`src/rtl/arty_s7_pkg.sv`:
```
// -----------------------------------------------------------------------------
// arty_s7_pkg
// Helpers shared by the Arty S7 board-support blocks.
//   SYNC_STAGES   number of flip-flops in each pad synchroniser
//   ms_to_cycles  converts a duration in milliseconds into clk cycles
// -----------------------------------------------------------------------------
package arty_s7_pkg;

  localparam int SYNC_STAGES = 2;

  // The division comes first so that large clock rates stay inside 32 bits.
  function automatic int ms_to_cycles(input int freq, input int ms);
    return (freq / 1000) * ms;
  endfunction

endpackage

```
`src/rtl/arty_s7_input_conditioner_if.sv`:
```
// -----------------------------------------------------------------------------
// arty_s7_input_conditioner_if
// Bundles the pad inputs and the conditioned outputs of one input bank.
//   pin_i    raw pad levels, asynchronous to clk
//   level_o  debounced level
//   rise_o   1-cycle pulse when level_o goes 0->1
//   fall_o   1-cycle pulse when level_o goes 1->0
//   hold_o   1-cycle pulse when a press reaches the long-press threshold
//   held_o   high from hold_o until the level drops
// Modports:
//   master  the side that owns the pads and consumes the conditioned events
//   slave   the conditioner itself
// -----------------------------------------------------------------------------
interface arty_s7_input_conditioner_if #(
  parameter int N_CH = 4
);

  logic [N_CH-1:0] pin_i;
  logic [N_CH-1:0] level_o;
  logic [N_CH-1:0] rise_o;
  logic [N_CH-1:0] fall_o;
  logic [N_CH-1:0] hold_o;
  logic [N_CH-1:0] held_o;

  modport master (
    output pin_i,
    input  level_o,
    input  rise_o,
    input  fall_o,
    input  hold_o,
    input  held_o
  );

  modport slave (
    input  pin_i,
    output level_o,
    output rise_o,
    output fall_o,
    output hold_o,
    output held_o
  );

endinterface

```
`src/rtl/arty_s7_debounce_ch.sv`:
```
// -----------------------------------------------------------------------------
// arty_s7_debounce_ch
// One input channel: pad synchroniser, counter debounce, edge pulses and
// long-press detection. Every output comes straight from a flip-flop.
// Parameters:
//   DB_CYC    cycles the synchronised input must differ from the current level
//             before the level follows it (>= 2)
//   HOLD_CYC  cycles the level must stay high before hold fires (> DB_CYC)
// Ports:
//   clk      system clock
//   rst      asynchronous reset, active low
//   i_pin    raw pad level, asynchronous to clk
//   o_level  debounced level
//   o_rise   1-cycle pulse on a committed 0->1 change
//   o_fall   1-cycle pulse on a committed 1->0 change
//   o_hold   1-cycle pulse when the level has been high for HOLD_CYC cycles
//   o_held   high from o_hold until the level drops
// -----------------------------------------------------------------------------
module arty_s7_debounce_ch
  import arty_s7_pkg::*;
#(
  parameter int DB_CYC   = 4,
  parameter int HOLD_CYC = 20
) (
  input  logic clk,
  input  logic rst,
  input  logic i_pin,
  output logic o_level,
  output logic o_rise,
  output logic o_fall,
  output logic o_hold,
  output logic o_held
);

  localparam int CNT_W  = $clog2(DB_CYC + 1);
  localparam int HCNT_W = $clog2(HOLD_CYC + 1);

  localparam logic [CNT_W-1:0]  DB_LAST   = CNT_W'(DB_CYC - 1);
  localparam logic [HCNT_W-1:0] HOLD_MAX  = HCNT_W'(HOLD_CYC);
  localparam logic [HCNT_W-1:0] HOLD_LAST = HCNT_W'(HOLD_CYC - 1);

  logic [SYNC_STAGES-1:0] r_sync;
  logic [CNT_W-1:0]       r_cnt;
  logic [HCNT_W-1:0]      r_hcnt;
  logic                   r_level;
  logic                   r_rise;
  logic                   r_fall;
  logic                   r_hold;
  logic                   r_held;

  logic w_sync;
  logic w_commit;
  logic w_drop;

  // Only the last synchroniser stage is allowed to feed any logic.
  assign w_sync   = r_sync[SYNC_STAGES-1];
  assign w_commit = (w_sync != r_level) && (r_cnt == DB_LAST);
  // A committed release must clear the hold state on the very edge that
  // raises o_fall, while the registered level still reads 1.
  assign w_drop   = w_commit && !w_sync;

  // ---- synchroniser ----
  always_ff @(posedge clk or negedge rst) begin
    if (!rst) begin
      r_sync <= '0;
    end else begin
      r_sync <= {r_sync[SYNC_STAGES-2:0], i_pin};
    end
  end

  // ---- debounce: any sample equal to the current level restarts the window ----
  always_ff @(posedge clk or negedge rst) begin
    if (!rst) begin
      r_cnt   <= '0;
      r_level <= 1'b0;
      r_rise  <= 1'b0;
      r_fall  <= 1'b0;
    end else begin
      r_rise <= 1'b0;
      r_fall <= 1'b0;
      if (w_sync == r_level) begin
        r_cnt <= '0;
      end else if (w_commit) begin
        r_level <= w_sync;
        r_cnt   <= '0;
        r_rise  <= w_sync;
        r_fall  <= !w_sync;
      end else begin
        r_cnt <= r_cnt + CNT_W'(1);
      end
    end
  end

  // ---- long press: counts from the rise cycle and saturates at HOLD_CYC ----
  always_ff @(posedge clk or negedge rst) begin
    if (!rst) begin
      r_hcnt <= '0;
      r_hold <= 1'b0;
      r_held <= 1'b0;
    end else begin
      r_hold <= 1'b0;
      if (!r_level || w_drop) begin
        r_hcnt <= '0;
        r_held <= 1'b0;
      end else if (r_hcnt < HOLD_MAX) begin
        r_hcnt <= r_hcnt + HCNT_W'(1);
        // Saturation guarantees this fires once per press.
        if (r_hcnt == HOLD_LAST) begin
          r_hold <= 1'b1;
          r_held <= 1'b1;
        end
      end
    end
  end

  assign o_level = r_level;
  assign o_rise  = r_rise;
  assign o_fall  = r_fall;
  assign o_hold  = r_hold;
  assign o_held  = r_held;

endmodule

```
`src/rtl/arty_s7_input_conditioner.sv`:
```
// -----------------------------------------------------------------------------
// arty_s7_input_conditioner
// Conditions a bank of raw switch or button pads before user logic: each
// channel is synchronised, debounced and turned into level, edge and
// long-press events. Channels are fully independent.
// Parameters:
//   CLK_FREQ     clk frequency in Hz
//   N_CH         number of channels
//   DEBOUNCE_MS  debounce window in ms
//   HOLD_MS      long-press threshold in ms
// Ports:
//   clk  system clock
//   rst  asynchronous reset, active low
//   io   arty_s7_input_conditioner_if.slave (pin_i in; level_o, rise_o,
//        fall_o, hold_o, held_o out, all N_CH wide)
// -----------------------------------------------------------------------------
module arty_s7_input_conditioner
  import arty_s7_pkg::*;
#(
  parameter int CLK_FREQ    = 12000000,
  parameter int N_CH        = 4,
  parameter int DEBOUNCE_MS = 10,
  parameter int HOLD_MS     = 1000
) (
  input logic                        clk,
  input logic                        rst,
  arty_s7_input_conditioner_if.slave io
);

  localparam int DB_CYC   = ms_to_cycles(CLK_FREQ, DEBOUNCE_MS);
  localparam int HOLD_CYC = ms_to_cycles(CLK_FREQ, HOLD_MS);

  // Elaboration-time sanity checks; they generate no hardware.
  initial begin
    if (N_CH < 1)
      $error("arty_s7_input_conditioner: N_CH must be at least 1");
    if (DB_CYC < 2)
      $error("arty_s7_input_conditioner: debounce window must be at least 2 cycles");
    if (HOLD_CYC <= DB_CYC)
      $error("arty_s7_input_conditioner: hold threshold must exceed debounce window");
  end

  logic [N_CH-1:0] w_level;
  logic [N_CH-1:0] w_rise;
  logic [N_CH-1:0] w_fall;
  logic [N_CH-1:0] w_hold;
  logic [N_CH-1:0] w_held;

  for (genvar g = 0; g < N_CH; g++) begin : g_ch
    arty_s7_debounce_ch #(
      .DB_CYC   (DB_CYC),
      .HOLD_CYC (HOLD_CYC)
    ) u_ch (
      .clk     (clk),
      .rst     (rst),
      .i_pin   (io.pin_i[g]),
      .o_level (w_level[g]),
      .o_rise  (w_rise[g]),
      .o_fall  (w_fall[g]),
      .o_hold  (w_hold[g]),
      .o_held  (w_held[g])
    );
  end

  assign io.level_o = w_level;
  assign io.rise_o  = w_rise;
  assign io.fall_o  = w_fall;
  assign io.hold_o  = w_hold;
  assign io.held_o  = w_held;

endmodule

```
`src/flat_wrapper.sv`:
```
// flat-port wrapper written by rule: the top's interface ports become plain ports
module arty_s7_input_conditioner_flat import arty_s7_pkg::*;
#(
  parameter int CLK_FREQ    = 12000000,
  parameter int N_CH        = 4,
  parameter int DEBOUNCE_MS = 10,
  parameter int HOLD_MS     = 1000
)
  (clk, rst, io_pin_i, io_level_o, io_rise_o, io_fall_o, io_hold_o, io_held_o);
  arty_s7_input_conditioner_if #(.N_CH(N_CH)) io_i ();
  input logic clk;
  input logic rst;
  input wire logic [$bits(io_i.pin_i)-1:0] io_pin_i;
  output wire logic [$bits(io_i.level_o)-1:0] io_level_o;
  output wire logic [$bits(io_i.rise_o)-1:0] io_rise_o;
  output wire logic [$bits(io_i.fall_o)-1:0] io_fall_o;
  output wire logic [$bits(io_i.hold_o)-1:0] io_hold_o;
  output wire logic [$bits(io_i.held_o)-1:0] io_held_o;
  assign io_i.pin_i = io_pin_i;
  assign io_level_o = io_i.level_o;
  assign io_rise_o = io_i.rise_o;
  assign io_fall_o = io_i.fall_o;
  assign io_hold_o = io_i.hold_o;
  assign io_held_o = io_i.held_o;
  arty_s7_input_conditioner #(.CLK_FREQ(CLK_FREQ), .N_CH(N_CH), .DEBOUNCE_MS(DEBOUNCE_MS), .HOLD_MS(HOLD_MS)) u_core (.clk(clk), .rst(rst), .io(io_i));
endmodule
```
`config.mk`:
```
export PLATFORM = sky130hd
export DESIGN_NAME = arty_s7_input_conditioner_flat
export DESIGN_NICKNAME = d
export VERILOG_FILES = /design/src/rtl/arty_s7_pkg.sv /design/src/rtl/arty_s7_input_conditioner_if.sv /design/src/rtl/arty_s7_debounce_ch.sv /design/src/rtl/arty_s7_input_conditioner.sv /design/src/flat_wrapper.sv
export SDC_FILE = /design/constraint.sdc
export NUM_CORES = 1
export LEC_CHECK = 0
export BUFFER_PORTS_ARGS = -buffer_cell sky130_fd_sc_hd__buf_2
export CAP_MARGIN = 15
export CORE_ASPECT_RATIO = 0.5
export CORE_MARGIN = 3
export CORE_UTILIZATION = 45
export DETAILED_ROUTE_END_ITERATION = 7
export GPL_TIMING_DRIVEN = 1
export SKIP_LAST_GASP = 1
export SLEW_MARGIN = 20
export SYNTH_ARGS = -nofsm -noshare
export SYNTH_HDL_FRONTEND = slang
export SYNTH_HIERARCHICAL = 1
export SYNTH_SLANG_ARGS = --single-unit
```
`constraint.sdc`:
```
create_clock -name clk -period 2.5 [get_ports clk]
set_clock_uncertainty 0.2 [all_clocks]
set_input_delay 0.5 -clock clk [delete_from_list [all_inputs] [get_ports clk]]
set_output_delay 0.5 -clock clk [all_outputs]
set_load 0.005 [all_outputs]
```
==> results.rst, run 1 <==
.. list-table::
   :header-rows: 1

   * - Metric
     - Value
   * - Result of the run
     - finished clean
   * - Count of buffer and inverter cells on the critical path
     - 1
   * - Die width
     - 215 um
   * - Synthesis Warnings
     - 6
   * - Data arrival time of the critical path
     - 2.41 ns
   * - Antenna violations before repair
     - 0
   * - Worst path top cell family by delay
     - simple AND/OR/NAND/NOR gates
   * - Total number of H-tree levels
     - 4
   * - Minimum setup slack among reg-to-reg paths
     - 0.22 ns
   * - Total Die Area
     - 23800 um^2
   * - Power density over the cells
     - 561 nW/um^2
   * - Final period utilization
     - 91.3%
   * - Number of distinct standard cells referenced by the synthesized netlist
     - 41
   * - Met2 Track Usage GR
     - 26.7%
   * - Mean Syn Cell Area
     - 9.98 um^2
   * - Slowest Stage Delay on Critical Path
     - 0.55 ns
   * - Clock transition at the register clock pins on the worst setup and hold paths after CTS
     - 0.07 ns
   * - Placed wire-length estimate
     - 13000 um
   * - Area fraction of the dominant cell type after synthesis
     - 48.7%
   * - First-iteration detailed-routing DRC count
     - 509
   * - Library cell used as clock root buffer
     - clkbuf_16
   * - Total global routing overflow
     - 0
   * - FP Rows
     - 37
   * - Worst hold slack
     - 0.148 ns
   * - Top cell type by total area after synthesis
     - dfrtp_1
   * - Post-Synthesis Net Count
     - 1002
   * - Highest Clock Rate
     - 438 MHz
   * - Antenna Diode Count
     - 0
   * - Number of placed I/O pins
     - 26
   * - Standard cell with the maximum stage delay on the critical path
     - or4_4
   * - Netlist area before placement
     - 9860 um^2
   * - Cells traversed along the worst timing path
     - or4_4 -> nor4_4 -> a21bo_2 -> buf_4 -> nor2_1
   * - Max Fanout on Critical Path
     - 18
   * - Number of port buffers
     - 25
   * - Routed length per instance
     - 14.4 um
   * - Met3 capacity usage during global routing
     - 4.74%
   * - Crit end category
     - flip-flop
   * - Number of remaining DRC errors
     - 0
   * - Pin count of the biggest net entering global routing
     - 53
   * - Required arrival time at the worst endpoint
     - 2.63 ns
   * - Worst max-slew margin expressed relative to the limit
     - 60.2%
   * - Most used routing layer
     - met2
   * - Worst reg2reg path startpoint
     - u_core/g_ch[0].u_ch/r_cnt[9]
   * - Worst flop-to-flop path endpoint
     - u_core/g_ch[0].u_ch/r_hcnt[14]
   * - Overall via count from detail_route
     - 7194
   * - End of the worst hold path
     - u_core/g_ch[1].u_ch/r_sync[1]
   * - First-pass GRT wire length
     - 33900 um
   * - TritonCTS clock tree
     - done
   * - Worst-Margin Slew
     - 0.595 ns
   * - Ratio of cells with drive above 1 in the final layout
     - 12.4%
   * - Critical path class
     - reg2reg
   * - Fraction of registers with async set/reset
     - 100%
   * - Commonest cells in the netlist
     - dfrtp_1 (192), nor2_1 (164), nand2_1 (76), xnor2_1 (76), xor2_1 (48)
   * - Starting density of the core
     - 46.9%
   * - Deepest clock path buffer count
     - 2
   * - Final Hold Vio Count
     - 0
   * - Routability congestion estimate from global placement
     - 0.802
   * - Max-Cap Viols
     - 0
   * - Most common cell in the synthesized netlist
     - dfrtp_1
   * - Total clock buffers created by CTS
     - 17
   * - Met1 global-route usage
     - 23.2%
   * - Post-synthesis register bit count
     - 192
   * - Number of nets in the layout
     - 1049
   * - Most used flip-flop cell after synthesis
     - dfrtp_1
   * - Router iterations before antenna repair
     - 5
   * - Finish-stage setup viols
     - 0
   * - Detailed-route vias per instance
     - 5.37
   * - Number of stages on the worst setup path
     - 5
   * - Count of final max-slew check failures
     - 0
   * - Overall Global Routing Usage
     - 17.1%
   * - Setup repair after global routing missed its margin
     - no
   * - P&R area growth vs syn
     - 12.7%
   * - Leading cell types by total area after synthesis
     - dfrtp_1 (49%), xnor2_1 (6.7%), nor2_1 (6.2%)
   * - Clk_lat worst skew
     - 0.45 ns
   * - Number of setup buffers added after CTS
     - 0
   * - Hold depth
     - 0
   * - Post-Synthesis Cells
     - 988
   * - Peak supply drop
     - 0.000362 V
   * - Filler cell count
     - 1884
   * - Area of the core
     - 21000 um^2
   * - Length in cells of the worst reg-to-reg path
     - 5
   * - Static leakage
     - 4.52 nW
   * - Via count of the first global-routing pass
     - 7120
   * - Wire length after detailed routing
     - 19300 um
   * - Setup Total Neg Slack
     - 0 ns
   * - Classification of the worst-slack hold path
     - reg2reg
   * - Antenna Violating Nets Remaining
     - 0
   * - Final worst path period need
     - 2.28 ns
   * - Category of the worst setup path launch point
     - flip-flop
   * - Sequential area share after synthesis
     - 48.7%
   * - Number of enable flip-flop cells after synthesis
     - 0
   * - Min-Delay Startpoint
     - u_core/g_ch[1].u_ch/r_sync[0]
   * - Sinks on Clock Net
     - 192
   * - Vertical die dimension
     - 111 um
==> area by class of cell <==
| cell class | count | area, um^2 | share of cell area [%] |
|---|---|---|---|
| tap | 292 | 365 | 3.29 |
| multi-input combinational | 736 | 4750 | 42.7 |
| clock buffer | 18 | 429 | 3.86 |
| timing repair buffer | 64 | 477 | 4.29 |
| clock inverter | 14 | 204 | 1.83 |
| sequential | 192 | 4800 | 43.2 |
| inverter | 24 | 90.1 | 0.810 |
==> sequential cells by signal, summed over array words and instances (netlist names) <==
name,count
u_core/g_ch.u_ch/r_hcnt,96
u_core/g_ch.u_ch/r_cnt,68
u_core/g_ch.u_ch/r_sync,8
u_core/g_ch.u_ch/o_fall,4
u_core/g_ch.u_ch/o_held,4
u_core/g_ch.u_ch/o_hold,4
u_core/g_ch.u_ch/o_level,4
u_core/g_ch.u_ch/o_rise,4
==> what timing repair did <==
item / in CTS / in global routing
endpoints found under the hold margin: 51 / 0
hold buffers: 5 / 0
setup endpoints to repair: 0 / 0
gates resized for setup: 0 / 0
==> logic make-up after synthesis <==
kind of cell,synth area share (%)
mux,0.406
buf+inv,3.15
compound gates,11.6
xor+xnor,11.0
fa+ha+maj,1.01
simple gates,24.2
flops,48.7
==> per-stage QoR <==
stage	total power [W]	cells	utilization, %	setup WS (ns)	instance area [um^2]
CTS	0.00635	1340	52.9	0.175	11100
finish	0.00624	1340	52.9	0.219	11100
global route	0.00651	1340	52.9	0.0808	11100
global placement	0.00334	1303	49.7	0.223	10400
floorplan	0.00326	988	-	0.481	9860
detailed placement	0.00335	1303	49.7	0.187	10400
==> worst max path at each step <==
stage | startpoint | to | slack [ns]
floorplan | u_core/g_ch[0].u_ch/r_cnt[9] | u_core/g_ch[0].u_ch/r_cnt[9] | 0.48
global placement | u_core/g_ch[0].u_ch/r_cnt[9] | u_core/g_ch[0].u_ch/r_hcnt[14] | 0.22
detailed placement | u_core/g_ch[0].u_ch/r_cnt[9] | u_core/g_ch[0].u_ch/r_hcnt[2] | 0.19
CTS | u_core/g_ch[0].u_ch/r_cnt[9] | u_core/g_ch[0].u_ch/r_hcnt[2] | 0.17
global route | u_core/g_ch[0].u_ch/r_cnt[6] | u_core/g_ch[0].u_ch/r_hcnt[12] | 0.08
finish | u_core/g_ch[0].u_ch/r_cnt[9] | u_core/g_ch[0].u_ch/r_hcnt[14] | 0.22
==> routing by layer <==
metal  routed length, um  vias to the layer above
li1                    -                     3590
met1                9730                     3507
met2                8740                       76
met3                 574                       21
met4                 226                        0
met5                   0                        -
==> layout by cell type, fill, tap and decap left out, types with 24 or more instances in the layout <==
master | Yosys | routed
nor2_1 | 164 | 164
xor2_1 | 48 | 48
inv_1 | 24 | 24
nand4_1 | 40 | 40
buf_2 | 20 | 24
dfrtp_1 | 192 | 192
nand3_1 | 44 | 44
and3_1 | 32 | 32
nand2_1 | 76 | 76
buf_4 | 8 | 31
xnor2_1 | 76 | 76
==> power breakdown <==
part,internal (W),switching (W),total (W)
clock network,0.00170,0.00126,0.00296
registers,0.00313,0.0000194,0.00315
logic,0.0000416,0.0000987,0.000140
total,0.00487,0.00137,0.00624
Note: power is estimated with default switching activity, not from simulation.
==> run 2, diff against run 1 <==
ABC_AREA = 1   (was unset)
==> run 2 against run 1 <==
Hold slack improved by 0.0035 ns. First-iteration DRC count rose by 45%. Core utilization fell by 1.4 points. Non-clock buffer count fell by 21. Global-route usage rose by 2.0 points. Worst setup slack improved by 0.31 ns. Synthesized area rose by 18%. Die area rose by 17%. Sequential cell count did not move. Design area rose by 14%. Critical path depth rose by 4. Wire length rose by 30%. Critical endpoint is now u_core/g_ch[0].u_ch/r_hcnt[2]. Highest routed layer unchanged.
==> results.rst, run 2 <==
.. list-table::
   :header-rows: 1

   * - Metric
     - Value
   * - Result of the run
     - finished clean (unchanged)
   * - Synthesis Warnings
     - 6 (unchanged)
   * - Vertical die dimension
     - 120 um (was 111 um)
   * - Most frequent cells in the layout
     - nand2_1 (396), nor2_1 (272), dfrtp_1 (192) (was dfrtp_1 (192), nor2_1 (164), xnor2_1 (76), nand2_1 (76), xor2_1 (48))
   * - Worst path top cell family by delay
     - buffers and inverters (was simple AND/OR/NAND/NOR gates)
   * - First-iteration detailed-routing DRC count
     - 737 (was 509)
   * - Ratio of cells with drive above 1 in the final layout
     - 15.3% (was 12.4%)
   * - Setup repair after global routing missed its margin
     - no (unchanged)
   * - Area fraction of the dominant cell type after synthesis
     - 41.4% (was 48.7%)
   * - Router iterations before antenna repair
     - 5 (unchanged)
   * - Netlist area before placement
     - 11600 um^2 (was 9860 um^2)
   * - Cell count after placement
     - 1954 (was 1303)
   * - Overall Global Routing Usage
     - 19.1% (was 17.1%)
   * - Hold depth
     - 0 (unchanged)
   * - Most common cell in the synthesized netlist
     - nand2_1 (was dfrtp_1)
   * - Number of nets in the layout
     - 1656 (was 1049)
   * - Sinks on Clock Net
     - 192 (unchanged)
   * - Worst-Margin Slew
     - 0.474 ns (was 0.595 ns)
   * - Library cell used as clock root buffer
     - clkbuf_16 (unchanged)
   * - Total clock buffers created by CTS
     - 17 (unchanged)
   * - Highest Clock Rate
     - 508 MHz (was 438 MHz)
   * - Critical path class
     - reg2reg (unchanged)
   * - Slowest Stage Delay on Critical Path
     - 0.40 ns (was 0.55 ns)
   * - Post-Synthesis Net Count
     - 1614 (was 1002)
   * - Number of distinct standard cells referenced by the synthesized netlist
     - 30 (was 41)
   * - Worst max-slew margin expressed relative to the limit
     - 68.4% (was 60.2%)
   * - Category of the worst setup path launch point
     - flip-flop (unchanged)
   * - Final worst path period need
     - 1.97 ns (was 2.28 ns)
   * - Top cell type by total area after synthesis
     - dfrtp_1 (unchanged)
   * - Antenna violations before repair
     - 0 (unchanged)
   * - Die width
     - 233 um (was 215 um)
   * - FP Rows
     - 40 (was 37)
   * - Routed length per instance
     - 12.6 um (was 14.4 um)
   * - Internal power component
     - 0.00450 W (was 0.00487 W)
   * - Mean Syn Cell Area
     - 7.25 um^2 (was 9.98 um^2)
   * - Detailed-route vias per instance
     - 5.03 (was 5.37)
   * - Required arrival time at the worst endpoint
     - 2.67 ns (was 2.63 ns)
   * - Leading cell types by total area after synthesis
     - dfrtp_1 (41%), nand2_1 (13%), nor2_1 (8.8%) (was dfrtp_1 (49%), xnor2_1 (6.7%), nor2_1 (6.2%))
   * - Crit end category
     - flip-flop (unchanged)
   * - Peak supply drop
     - 0.000453 V (was 0.000362 V)
   * - Switching portion of total power
     - 24.2% (was 22.0%)
   * - Commonest cells in the netlist
     - nand2_1 (396), nor2_1 (272), dfrtp_1 (192) (was dfrtp_1 (192), nor2_1 (164), nand2_1 (76), xnor2_1 (76), xor2_1 (48))
   * - Total Die Area
     - 27800 um^2 (was 23800 um^2)
   * - Number of enable flip-flop cells after synthesis
     - 0 (unchanged)
   * - Area of the core
     - 24700 um^2 (was 21000 um^2)
   * - Max Fanout on Critical Path
     - 23 (was 18)
   * - Number of port buffers
     - 25 (unchanged)
   * - Total number of H-tree levels
     - 4 (unchanged)
   * - Sequential area share after synthesis
     - 41.4% (was 48.7%)
   * - Final Hold Vio Count
     - 0 (unchanged)
   * - Wire length after detailed routing
     - 25100 um (was 19300 um)
   * - P&R area growth vs syn
     - 9.48% (was 12.7%)
   * - Count of final max-slew check failures
     - 0 (unchanged)
   * - Most used flip-flop cell after synthesis
     - dfrtp_1 (unchanged)
   * - Total chip power
     - 0.00594 W (was 0.00624 W)
   * - Static leakage
     - 5.48 nW (was 4.52 nW)
   * - Max-Cap Viols
     - 0 (unchanged)
   * - Clock transition at the register clock pins on the worst setup and hold paths after CTS
     - 0.08 ns (was 0.07 ns)
   * - Placed wire-length estimate
     - 18100 um (was 13000 um)
   * - Part of the total power dissipated in combinational logic
     - 2.6% (was 2.2%)
   * - Antenna Violating Nets Remaining
     - 0 (unchanged)
   * - Most common cell after layout, fill and taps aside
     - nand2_1 (was dfrtp_1)
   * - Finish-stage setup viols
     - 0 (unchanged)
   * - Data arrival time of the critical path
     - 2.14 ns (was 2.41 ns)
   * - Number of placed I/O pins
     - 26 (unchanged)
   * - Post-Synthesis Cells
     - 1600 (was 988)
   * - Length in cells of the worst reg-to-reg path
     - 9 (was 5)
   * - Post-Layout Cell Count
     - 1991 (was 1340)
   * - Biggest registers after layout
     - u_core/g_ch.u_ch/r_hcnt (96), u_core/g_ch.u_ch/r_cnt (68), u_core/g_ch.u_ch/r_sync (8) (unchanged)
   * - Standard cell with the maximum stage delay on the critical path
     - dfrtp_1 (was or4_4)
   * - Setup Total Neg Slack
     - 0 ns (unchanged)
   * - Post-synthesis register bit count
     - 192 (unchanged)
   * - Clk_lat worst skew
     - 0.45 ns (about the same)
   * - Fraction of registers with async set/reset
     - 100% (unchanged)
   * - Cells traversed along the worst timing path
     - ha_1 -> nand3_2 -> clkinv_1 -> nand2_4 -> nor2_4 -> a21oi_4 -> buf_4 -> nand2_1 -> a21oi_1 (was or4_4 -> nor4_4 -> a21bo_2 -> buf_4 -> nor2_1)
   * - Worst hold slack
     - 0.151 ns (was 0.148 ns)
   * - Pin count of the biggest net entering global routing
     - 55 (was 53)
   * - Final period utilization
     - 78.7% (was 91.3%)
   * - Starting density of the core
     - 47.0% (was 46.9%)
   * - Routability congestion estimate from global placement
     - 0.902 (was 0.802)
   * - Dpl cell area
     - 12100 um^2 (was 10400 um^2)
   * - First-pass GRT wire length
     - 44100 um (was 33900 um)
   * - Via count of the first global-routing pass
     - 9447 (was 7120)
   * - Total global routing overflow
     - 0 (unchanged)
   * - Worst reg2reg path startpoint
     - u_core/g_ch[0].u_ch/r_cnt[0] (was u_core/g_ch[0].u_ch/r_cnt[9])
   * - Power density over the cells
     - 468 nW/um^2 (was 561 nW/um^2)
   * - Switching pwr
     - 0.00144 W (was 0.00137 W)
   * - Max FFs per register
     - 96 (unchanged)
   * - Number of remaining DRC errors
     - 0 (unchanged)
   * - Classification of the worst-slack hold path
     - reg2reg (unchanged)
   * - Min-Delay Startpoint
     - u_core/g_ch[1].u_ch/r_sync[0] (unchanged)
   * - Antenna Diode Count
     - 0 (unchanged)
   * - Sequential Power Share
     - 52.8% (was 50.4%)
   * - Worst Setup SP
     - u_core/g_ch[0].u_ch/r_cnt[0] (was u_core/g_ch[0].u_ch/r_cnt[9])
   * - Post-route cell area
     - 12700 um^2 (was 11100 um^2)
   * - Deepest clock path buffer count
     - 2 (unchanged)
   * - Largest register by flop count
     - u_core/g_ch.u_ch/r_hcnt (unchanged)
   * - Number of setup buffers added after CTS
     - 0 (unchanged)
   * - Count of buffer and inverter cells on the critical path
     - 2 (was 1)
   * - Number of stages on the worst setup path
     - 9 (was 5)
   * - TritonCTS clock tree
     - done (unchanged)
   * - Relative contribution of the clock network to total power
     - 44.5% (was 47.3%)
   * - Overall via count from detail_route
     - 10000 (was 7194)
-- run 2: changes by cell type in the layout (fill, tap and decap cells not counted), sizes merged, moves of 21 or more --
cell   change
nand2    +388
inv      +173
nor2     +160
nand3     +88
xnor2     -72
nor3      +56
and3      -32
buf       -21
-- run 2: final cells by class --
class	count	area, um^2
Inverter	204	766
Sequential cell	192	4800
Clock inverter	14	121
Fill cell	2390	12000
Timing Repair Buffer	43	319
Tap cell	336	420
Clock buffer	18	439
Multi-Input combinational cell	1184	5830
-- run 2: path summary, 6_finish.rpt --
check | slack, ns | end
max | 0.53 | u_core/g_ch[0].u_ch/r_hcnt[2]
min | 0.15 | u_core/g_ch[1].u_ch/r_sync[1]
max reg2reg | 0.53 | u_core/g_ch[0].u_ch/r_hcnt[2]
min reg2reg | 0.15 | u_core/g_ch[1].u_ch/r_sync[1]
max in group asynchronous | 1.18 | u_core/g_ch[2].u_ch/r_sync[0]
min in group asynchronous | 0.32 | u_core/g_ch[0].u_ch/o_held
-- run 2: what timing repair did --
item | 4_1_cts | 5_1_grt
hold endpoints to repair | 32 | 0
hold buffers | 5 | 0
resized for setup | 0 | 0
-- run 2: per-layer routing --
metal	part of all wire (%)	track usage [%]	vias up
li1	-	-	5162
met1	50	26.2	4664
met2	46	31.1	162
met3	3.4	3.25	21
met4	1.3	5.80	0
met5	0	0	-
-- run 2: logic make-up (layout without fill, tap and decap cells) --
logic type      after synthesis  in the layout  share of synthesized area [%]
simple gates               1084           1084                           43.5
buf+inv                     224            279                           8.33
flops                       192            192                           41.4
compound gates               60             60                           3.41
xor+xnor                     32             32                           2.42
fa+ha+maj                     8              8                          0.863
-- run 2: worst reg2reg max path: stages, from the launching register on --
cell and delay [ns]:
dfrtp_1 0.40, ha_1 0.24, nand3_2 0.14, clkinv_1 0.12, nand2_4 0.09, nor2_4 0.05
a21oi_4 0.10, buf_4 0.32, nand2_1 0.11, a21oi_1 0.13
-- run 2: per-stage QoR --
| stage | setup slack (ns) | util (%) |
|---|---|---|
| global placement | 0.593 | 49.0 |
| global route | 0.385 | 51.5 |
| detailed placement | 0.527 | 49.0 |
| floorplan | 0.820 | - |
| CTS | 0.512 | 51.5 |
| finish | 0.533 | 51.5 |
-- run 2: power groups by stage --
stage | clock network (W) | logic (W) | registers [W]
detailed placement | 0 | 0.000160 | 0.00320
finish | 0.00265 | 0.000157 | 0.00314
floorplan | 0 | 0.0000592 | 0.00320
global placement | 0 | 0.000156 | 0.00320
CTS | 0.00274 | 0.000166 | 0.00314
global route | 0.00288 | 0.000185 | 0.00314
==> run 3, diff against run 2 <==
clock period = 1.6 ns   (was 2.5 ns; I/O delays follow)
==> run 3 against run 2 <==
The run now ends with negative setup slack left. Largest power group unchanged. Sequential share of layout area decreased by 11 points. Sequential cell count unchanged. Largest cell class unchanged. Worst setup slack got worse by 0.71 ns. Design area increased by 40%.
==> results.rst, run 3 (synthesis gave the netlist of run 2 again) <==
.. list-table::
   :header-rows: 1

   * - Metric
     - Value
   * - Deepest clock path buffer count
     - 2 (unchanged)
   * - First-pass GRT wire length
     - 52600 um (was 44100 um)
   * - Number of remaining DRC errors
     - 0 (unchanged)
   * - Total Die Area
     - 27800 um^2 (unchanged)
   * - Clock transition at the register clock pins on the worst setup and hold paths after CTS
     - 0.07 ns (was 0.08 ns)
   * - Post-route cell area
     - 17700 um^2 (was 12700 um^2)
   * - Total chip power
     - 0.00965 W (was 0.00594 W)
   * - Category of the worst setup path launch point
     - flip-flop (unchanged)
   * - Met1 global-route usage
     - 29.7% (was 26.2%)
   * - Switching portion of total power
     - 23.0% (was 24.2%)
   * - Final period utilization
     - 111% (was 78.7%)
   * - Setup Total Neg Slack
     - -12.81 ns (was 0 ns)
   * - Failing checks
     - negative setup slack
   * - Internal power component
     - 0.00743 W (was 0.00450 W)
   * - Number of nets in the layout
     - 2027 (was 1656)
   * - Relative contribution of the clock network to total power
     - 44.7% (was 44.5%)
   * - Required arrival time at the worst endpoint
     - 1.74 ns (was 2.67 ns)
   * - Via count of the first global-routing pass
     - 11600 (was 9447)
   * - Antenna Violating Nets Remaining
     - 0 (unchanged)
   * - Clk_lat worst skew
     - 0.45 ns (about the same)
   * - Setup repair after global routing missed its margin
     - yes (was no)
   * - Ratio of cells with drive above 1 in the final layout
     - 46.6% (was 15.3%)
   * - Final worst path period need
     - 1.77 ns (was 1.97 ns)
   * - Number of placed I/O pins
     - 26 (unchanged)
   * - Detailed-route vias per instance
     - 5.17 (was 5.03)
   * - Largest register by flop count
     - u_core/g_ch.u_ch/r_hcnt (unchanged)
   * - Finish-stage setup viols
     - 144 (was 0)
   * - Library cell used as clock root buffer
     - clkbuf_16 (unchanged)
   * - Post-Layout Cell Count
     - 2362 (was 1991)
   * - Count of final max-slew check failures
     - 0 (unchanged)
   * - Die width
     - 233 um (unchanged)
   * - Biggest registers after layout
     - u_core/g_ch.u_ch/r_hcnt (96), u_core/g_ch.u_ch/r_cnt (68), u_core/g_ch.u_ch/r_sync (8) (unchanged)
   * - Cell count after placement
     - 2237 (was 1954)
   * - Overall via count from detail_route
     - 12200 (was 10000)
   * - P&R area growth vs syn
     - 52.9% (was 9.48%)
   * - Peak supply drop
     - 0.000751 V (was 0.000453 V)
   * - Switching pwr
     - 0.00222 W (was 0.00144 W)
   * - Most frequent cells in the layout
     - nand2_1 (312), buf_4 (311), dfrtp_1 (184) (was nand2_1 (396), nor2_1 (272), dfrtp_1 (192))
   * - Part of the total power dissipated in combinational logic
     - 4.3% (was 2.6%)
   * - Length in cells of the worst reg-to-reg path
     - 10 (was 9)
   * - Starting density of the core
     - 47.0% (unchanged)
   * - Dpl cell area
     - 14300 um^2 (was 12100 um^2)
   * - Routed length per instance
     - 14.7 um (was 12.6 um)
   * - Data arrival time of the critical path
     - 1.91 ns (was 2.14 ns)
   * - Final Hold Vio Count
     - 0 (unchanged)
   * - Number of port buffers
     - 25 (unchanged)
   * - TritonCTS clock tree
     - done (unchanged)
   * - Worst flop-to-flop path endpoint
     - u_core/g_ch[0].u_ch/r_hcnt[22] (was u_core/g_ch[0].u_ch/r_hcnt[2])
   * - Setup WS post-layout
     - -0.175 ns (was 0.533 ns)
   * - Routability congestion estimate from global placement
     - 0.901 (was 0.902)
   * - Most common cell after layout, fill and taps aside
     - nand2_1 (unchanged)
   * - First-iteration detailed-routing DRC count
     - 990 (was 737)
   * - Worst max-slew margin expressed relative to the limit
     - 76.9% (was 68.4%)
   * - Sequential Power Share
     - 51.0% (was 52.8%)
   * - Router iterations before antenna repair
     - 7 (was 5)
   * - Critical path class
     - reg2reg (unchanged)
   * - Result of the run
     - complete, but fails checks (was finished clean)
   * - Met2 Track Usage GR
     - 38.9% (was 31.1%)
   * - Pin count of the biggest net entering global routing
     - 48 (was 55)
   * - Total global routing overflow
     - 0 (unchanged)
   * - Static leakage
     - 8.13 nW (was 5.48 nW)
   * - Vertical die dimension
     - 120 um (unchanged)
   * - Worst reg2reg path startpoint
     - u_core/g_ch[0].u_ch/r_cnt[0] (unchanged)
   * - Max-Cap Viols
     - 0 (unchanged)
   * - Sinks on Clock Net
     - 192 (unchanged)
   * - Met3 capacity usage during global routing
     - 4.20% (was 3.25%)
   * - Total number of H-tree levels
     - 4 (unchanged)
   * - Placed wire-length estimate
     - 21000 um (was 18100 um)
   * - Max FFs per register
     - 96 (unchanged)
   * - Max Fanout on Critical Path
     - 6 (was 23)
   * - FP Rows
     - 40 (unchanged)
   * - Area of the core
     - 24700 um^2 (unchanged)
   * - Classification of the worst-slack hold path
     - in2async (was reg2reg)
   * - Most used routing layer
     - met2 (unchanged)
   * - Minimum setup slack among reg-to-reg paths
     - -0.17 ns (was 0.53 ns)
   * - Total clock buffers created by CTS
     - 17 (unchanged)
   * - Overall Global Routing Usage
     - 22.8% (was 19.1%)
   * - Antenna violations before repair
     - 0 (unchanged)
   * - Setup slack after placement
     - -0.145 ns (was 0.527 ns)
   * - Highest Clock Rate
     - 563 MHz (was 508 MHz)
   * - Worst-Margin Slew
     - 0.346 ns (was 0.474 ns)
   * - Antenna Diode Count
     - 0 (unchanged)
   * - Crit end category
     - flip-flop (unchanged)
   * - Power density over the cells
     - 544 nW/um^2 (was 468 nW/um^2)
   * - Wire length after detailed routing
     - 34700 um (was 25100 um)
## run 3: cell types whose count changed in the layout (fill, tap and decap cells not counted), moves of 43 or more
cell,before,now
buf_4,10,311
buf_6,0,43
nand2_1,396,312
nand2_2,56,104
nor2_1,272,158
nor2_2,48,119
nor2_4,4,47
## run 3: repair_timing
action | 4_1_cts | 5_1_grt
cloned | 9 | 10
pin swaps | 65 | 103
buffers inserted | 30 | 45
hold buffers | 5 | 0
gates resized for setup | 190 | 326
setup endpoints to repair | 133 | 172
endpoints found under the hold margin | 196 | 0
## run 3: per-layer routing
layer	wire, um	vias to the layer above	part of all wire, %
li1	-	5914	-
met1	14900	5913	43
met2	17700	324	51
met3	1420	60	4.1
met4	618	0	1.8
met5	0	-	0
## run 3: power groups by stage
stage                     registers [W]  logic [W]  clock network (W)
after floorplan                 0.00500  0.0000969                  0
after global placement          0.00500   0.000288                  0
after detailed placement        0.00501   0.000298                  0
after CTS                       0.00491   0.000344            0.00442
after global routing            0.00492   0.000461            0.00463
final                           0.00492   0.000413            0.00431
## run 3: worst max path at each step
stage	from	to	slack [ns]	depth (start not counted)
2_1_floorplan	u_core/g_ch[0].u_ch/r_cnt[0]	u_core/g_ch[0].u_ch/r_hcnt[13]	0.01	9
3_3_place_gp	u_core/g_ch[2].u_ch/r_hcnt[19]	u_core/g_ch[2].u_ch/r_hcnt[4]	-0.13	8
3_5_place_dp	u_core/g_ch[0].u_ch/r_hcnt[1]	u_core/g_ch[0].u_ch/r_hcnt[18]	-0.15	8
4_1_cts	u_core/g_ch[3].u_ch/r_cnt[1]	u_core/g_ch[3].u_ch/r_hcnt[2]	-0.11	9
5_1_grt	u_core/g_ch[0].u_ch/r_cnt[0]	u_core/g_ch[0].u_ch/r_hcnt[22]	-0.26	10
6_report	u_core/g_ch[0].u_ch/r_cnt[0]	u_core/g_ch[0].u_ch/r_hcnt[22]	-0.17	10
## run 3: cell type report
class	instances	area, um^2
Fill cell	1817	6940
Timing Repair Buffer	407	3500
Clock inverter	10	111
Clock buffer	22	464
Multi-Input combinational cell	1191	7620
Inverter	204	808
Tap cell	336	420
Sequential cell	192	4810
## run 3: critical path, cell delays in order (launching register included)
cell and delay, ns:
dfrtp_1 0.41, ha_4 0.17, nand3_4 0.11, clkinv_4 0.08, nand2_4 0.05, nor2_4 0.14, a21oi_4 0.08, buf_12 0.14
clkbuf_16 0.16, nand3_1 0.08, nand2_1 0.04
## run 3: per-stage QoR
stage          hold WS, ns  utilization [%]
5_1_grt              0.131             71.9
3_5_place_dp        0.0301             58.0
2_1_floorplan       -0.176                -
6_report             0.128             71.9
4_1_cts              0.120             64.7
3_3_place_gp        0.0317             58.0
